==> src/rtl/mem_arbiter.sv <==
// Two-master arbiter for the single RAM port: master 0 has priority, master 1 is guaranteed a slot after STARVE_MAX grants.
// Grant is zero-latency, read data returns one cycle after grant; an ungranted requester just keeps req high (no queueing).
module mem_arbiter #(
   parameter int AW         = 32,
   parameter int DW         = 32,
   parameter int STARVE_MAX = 4
) (
   input  logic          clk,
   input  logic          reset,
   input  logic          m0_req,
   input  logic          m0_we,
   input  logic [AW-1:0] m0_addr,
   input  logic [DW-1:0] m0_wdata,
   output logic          m0_gnt,
   output logic          m0_rvalid,
   output logic [DW-1:0] m0_rdata,
   input  logic          m1_req,
   input  logic          m1_we,
   input  logic [AW-1:0] m1_addr,
   input  logic [DW-1:0] m1_wdata,
   output logic          m1_gnt,
   output logic          m1_rvalid,
   output logic [DW-1:0] m1_rdata,
   output logic          ram_we_o,
   output logic [AW-1:0] ram_addr_o,
   output logic [DW-1:0] ram_data_o,
   input  logic [DW-1:0] ram_data_i
);

   localparam logic [3:0] SMAX = 4'(STARVE_MAX);

   logic [3:0]    starve_cnt;
   logic [1:0]    rd_owner;
   logic [AW-1:0] last_addr;
   logic          gnt0;
   logic          gnt1;

   // Grants are gated by reset so nothing reaches the RAM while reset is held.
   always_comb begin
      gnt0 = 1'b0;
      gnt1 = 1'b0;
      if (reset) begin
         if (m0_req && m1_req) begin
            if (starve_cnt >= SMAX) gnt1 = 1'b1;
            else                    gnt0 = 1'b1;
         end else if (m0_req) begin
            gnt0 = 1'b1;
         end else if (m1_req) begin
            gnt1 = 1'b1;
         end
      end
   end

   always_comb begin
      ram_we_o   = 1'b0;
      ram_addr_o = last_addr;
      ram_data_o = '0;
      if (gnt0) begin
         ram_we_o   = m0_we;
         ram_addr_o = m0_addr;
         ram_data_o = m0_wdata;
      end else if (gnt1) begin
         ram_we_o   = m1_we;
         ram_addr_o = m1_addr;
         ram_data_o = m1_wdata;
      end
   end

   always_ff @(posedge clk or negedge reset) begin
      if (!reset) begin
         starve_cnt <= '0;
         rd_owner   <= 2'b00;
         last_addr  <= '0;
      end else begin
         if (gnt0 && m1_req) begin
            if (starve_cnt < SMAX) starve_cnt <= starve_cnt + 4'd1;
         end else begin
            starve_cnt <= '0;
         end
         rd_owner <= {gnt1 & ~m1_we, gnt0 & ~m0_we};
         if (gnt0 || gnt1) last_addr <= ram_addr_o;
      end
   end

   assign m0_gnt    = gnt0;
   assign m1_gnt    = gnt1;
   assign m0_rvalid = rd_owner[0];
   assign m1_rvalid = rd_owner[1];
   assign m0_rdata  = rd_owner[0] ? ram_data_i : '0;
   assign m1_rdata  = rd_owner[1] ? ram_data_i : '0;

endmodule

==> config.mk <==
export PLATFORM = sky130hd
export DESIGN_NAME = mem_arbiter
export DESIGN_NICKNAME = d
export VERILOG_FILES = /design/src/rtl/mem_arbiter.sv
export SDC_FILE = /design/constraint.sdc
export NUM_CORES = 1
export LEC_CHECK = 0
export ABC_AREA = 1
export BUFFER_PORTS_ARGS = -buffer_cell sky130_fd_sc_hd__buf_4
export CORE_AREA = 2 2 114 116
export DETAILED_ROUTE_END_ITERATION = 10
export DIE_AREA = 0 0 116 118
export SKIP_LAST_GASP = 1
export SYNTH_ARGS = -nofsm -noshare
export SYNTH_HDL_FRONTEND = slang
export SYNTH_SLANG_ARGS = --single-unit
==> constraint.sdc <==
create_clock -name clk -period 1.8 [get_ports clk]
set_input_delay 0.36 -clock clk [delete_from_list [all_inputs] [get_ports clk]]
set_output_delay 0.36 -clock clk [all_outputs]
set_load 0.01 [all_outputs]
Yosys cells after proc, flatten, opt, wreduce, memory -nomap -nowiden:

Index checks and enable logic that the tools add are counted.

* flip-flop bits (word level): 38
* latch bits: 0
* RAM bits: 0
* bits in read-only memories: 0
* bits of input ports: 166
* output and inout port bits: 133
* logic and storage cells: 33
* memories kept: 0

* add/subtract/negate cells: 1
* $mul: 0
* div/mod/pow operators: 0
* magnitude comparators: 2
* equality and inequality tests: 1
* shift operators: 0
* muxes and demuxes: 19
* bitwise operators: 4
* reduce and logical (&&, ||, !) cells: 3

Operator list (number)
* $mux W32: 6
* $mux W1: 11
* $mux W4: 2
* $add A4 B1 Y4 const B: 1
* $ge A4 B3 Y1 const B: 1
* $lt A4 B3 Y1 const B: 1
* $and A1 B1 Y1: 2
* $logic_and A1 B1 Y1: 2
* $ne A2 B1 Y1 const B: 1
* $not A1 Y1: 2
* $logic_or A1 B1 Y1: 1

Logic depth before layout (Yosys ltp):

* word-level depth: 6
* mapped depth: 6
* gate-level depth less buffers: 4

Least setup slack after synthesis:

OpenSTA, ideal clock, no wires.

* path kind: register -> output
* start point: register starve_cnt[2]
* end point: output ram_data_o[12]
* data arrival time: 1.089 ns
* required time: 1.440 ns
* path slack: 0.351 ns
* stages on the path, launching flop included: 6
* path buffers: 2
* cell sequence: dfrtp_1 -> o21ai_2 -> buf_4 -> buf_2 -> nand3_1 -> o21ai_1

* longest elaborated chain between the ends: 6

Ends and longest elaborated chain
* from (decl): RTL line 32 `logic [3:0] starve_cnt;`
* from (signal assigned): RTL line 76 `if (starve_cnt < SMAX) starve_cnt <= starve_cnt + 4'd1;`
* $ge A4 B3 Y1 (*): RTL line 44 `if (starve_cnt >= SMAX) gnt1 = 1'b1;`
* $mux W1: RTL line 44
* $mux W1: RTL line 43 `if (m0_req && m1_req) begin`
* $mux W1: RTL line 42 `if (reset) begin`
* $mux W32: RTL line 62 `end else if (gnt1) begin`
* $mux W32 (*): RTL line 58 `if (gnt0) begin`
* to (decl): RTL line 26 `output logic [DW-1:0] ram_data_o,`

Every way passes the cells marked *; elsewhere a longest branch is shown, timed or not.

Worst setup path in the final report:

* start point: register starve_cnt[3]
* end point: output ram_addr_o[28]

* longest elaborated chain between the ends: 6

Ends and longest elaborated chain
* $ge A4 B3 Y1 (*): RTL line 44
* $mux W1: RTL line 44
* $mux W1: RTL line 43
* $mux W1: RTL line 42
* $mux W32: RTL line 62
* $mux W32 (*): RTL line 58
* to (decl): RTL line 25 `output logic [AW-1:0] ram_addr_o,`

Marks and branches as above.

==> results_dict.tcl <==
set metrics [dict create \
    status "finished, violations left" \
    violations "negative setup slack" \
    fmax_mhz 512 \
    placed_area_sq_um 5390 \
    fp.coreArea_sq_um 12400 \
    setup_slack_ps -154 \
    critPathMaxFanout 6 \
    final-setup-viol-count 66 \
    die_h_microns 118 \
    synth_top_area_share_pct 32.5 \
    slew_violations 0 \
    clk_path_buf_depth 2 \
    crit_required_ps 1440 \
    min_path_type "primary input to async pin" \
    antenna_found_initial 2 \
    synthTopCellsByArea "dfrtp_1 32%, nand3_1 28%, inv_1 13%" \
    slowest_stage "dfrtp_1" \
    grt_usage_pct 19.1 \
    ys_seq_area_share_pct 32.5 \
    drcViolationCount 0 \
    avgSynthCellArea_sq_um 6.14 \
    start_util_pct 23.6 \
    nets 943 \
    rows 41 \
    path_cells "o21ai_4 -> buf_6 -> clkbuf_16 -> nand3_1 -> nand3_2 -> buf_6" \
    reg2reg_from "starve_cnt[2]" \
    antenna_left 0 \
    synth_cells 477 \
    cts_tree "done" \
    ctsHoldBuffers 0 \
    gr-total-overflow 0 \
    startpoint_type "register" \
    setup_tns_ps -5040 \
    area.growth.synth_to_final_pct 97.9 \
    cts.sinks 38 \
    grt_pass1_wl_microns 20800 \
    finalCritPeriodShare_pct 109 \
    cap_violations 0 \
    critPathCapture "ram_addr_o[28]" \
    r2r-end "starve_cnt[2]" \
    final_common_cell "buf_4" \
    wirelength_microns 14400 \
    yosysTopAreaCell "dfrtp_1" \
    p_leak_nw 3.68 \
    dieWidth_microns 116 \
    ios 299 \
    die-area_sq_um 13700 \
    place_hpwl_microns 11200 \
    power_density_nw_per_um2 580 \
    p_total_mw 3.36 \
    vias 4266 \
    worst_clock_skew_ps 3.37 \
    critical_path_class "register to primary output" \
    yosysUniqueCellTypes 18 \
    first_global_vias 4050 \
    portBuffers 298 \
    final_util_pct 46.7 \
    r2r_slack_ps 510 \
    startpoint "starve_cnt[3]" \
    insertion_delay_ps 280 \
    clkTransAtPathRegs_ps 60 \
    ys_warn_count 0 \
    first_iter_violations 244 \
    ys_seq_elements 38 \
    syn_area_sq_um 2930 \
    ir_drop_uv 307 \
    hold_viol_final 0 \
    pre_cts_ws_ps 140 \
    rsz0062_at_grt "true" \
    fin_crit_ps 1950 \
    fillCellCount 1276 \
    r2r_cells 5 \
    crit_top_cell "buf_6" \
    cts_made_buffers 5 \
    drt-wirelength-per-cell_microns 15.1 \
    root_buffer "clkbuf_16" \
    globalplace.congestion 1.00 \
    syn-num-nets 644 \
    worstSetupEndpointType "primary output" \
    htreeDepth 2 \
    layout-drive-gt1-share_pct 44.1 \
    slowest_delay_ps 420 \
    most-common-layout-cells "310 x buf_4, 158 x nand3_1, 99 x nand2_1, 99 x inv_1, 38 x dfrtp_1" \
    first_pass_iters 4 \
    grt_max_degree 49 \
    finalInstanceArea_sq_um 5800 \
    avgViaCountPerCell 4.49 \
    cp.arrival_ps 1590 \
]
==> where the power goes <==
| part | switching [mW] | internal, mW | leakage [nW] |
|---|---|---|---|
| combinational | 0.575 | 0.658 | 3.11 |
| clock | 0.349 | 0.796 | 0.0940 |
| sequential | 0.0296 | 0.956 | 0.475 |
| total | 0.954 | 2.41 | 3.68 |
==> layer usage <==
metal / part of all wire, % / track usage [%] / up-vias
li1: - / - / 2113
met1: 39 / 21.8 / 1934
met2: 50 / 34.4 / 195
met3: 9.0 / 5.20 / 24
met4: 2.2 / 5.21 / 0
met5: 0 / 0 / -
==> sequential cells by signal, summed over array words and instances (netlist names) <==
register / flops
rd_owner: 2
last_addr: 32
starve_cnt: 4
==> cell families after synthesis <==
group,after synthesis,synth area share (%)
AO/OA/AOI/OAI,35,6.11
XOR/XNOR,1,0.299
adder cells (fa/ha/maj),1,0.427
buffers and inverters,133,18.8
flip-flops,38,32.5
other,1,0.128
AND/OR/NAND/NOR,268,41.8
==> area by class of cell <==
cell class                 instances  area (sq um)  area share, %
timing repair buffer             324          2590           44.7
multi-input combinational        306          1460           25.2
sequential                        38           951           16.4
inverter                         101           379           6.54
tap                              172           215           3.71
clock buffer                       5           125           2.16
clock inverter                     3          68.8           1.19
antenna                            2          5.00         0.0864
==> what timing repair did <==
action,CTS,global route
pin swaps,1,0
setup endpoints to repair,67,67
cloned,1,4
hold endpoints to repair,0,0
gates resized for setup,10,8
buffers inserted,4,0
==> stage by stage <==
stage          hold WS, ps  cells
6_report              60.5    951
5_1_grt               84.8    950
4_1_cts               63.4    945
3_5_place_dp           363    932
3_3_place_gp           356    932
2_1_floorplan         64.4    477
==> critical path, delay by kind of cell, from the launching register on <==
family | cells | cell delay (ps)
flip-flops | 1 | 420
AO/OA/AOI/OAI | 1 | 240
AND/OR/NAND/NOR | 2 | 200
buffers and inverters | 3 | 440
==> Yosys cell counts <==
cell type	number
nand3_1	161
conb_1	1
ha_1	1
nor2_1	3
inv_2	2
o21ai_0	4
xnor2_1	1
o21ai_1	30
inv_1	99
clkbuf_1	8
buf_4	8
buf_2	16
nor3_1	2
nand2_1	99
dfrtp_1	38
o21ai_2	1
nand2_2	2
nor3b_2	1
==> worst min path at each step <==
stage | end | depth (start not counted)
floorplan | last_addr[0] | 0
global route | last_addr[6] | 2
detailed placement | last_addr[7] | 2
CTS | last_addr[7] | 2
finish | last_addr[7] | 2
global placement | last_addr[7] | 2
Power figures use the tool's default switching activity.
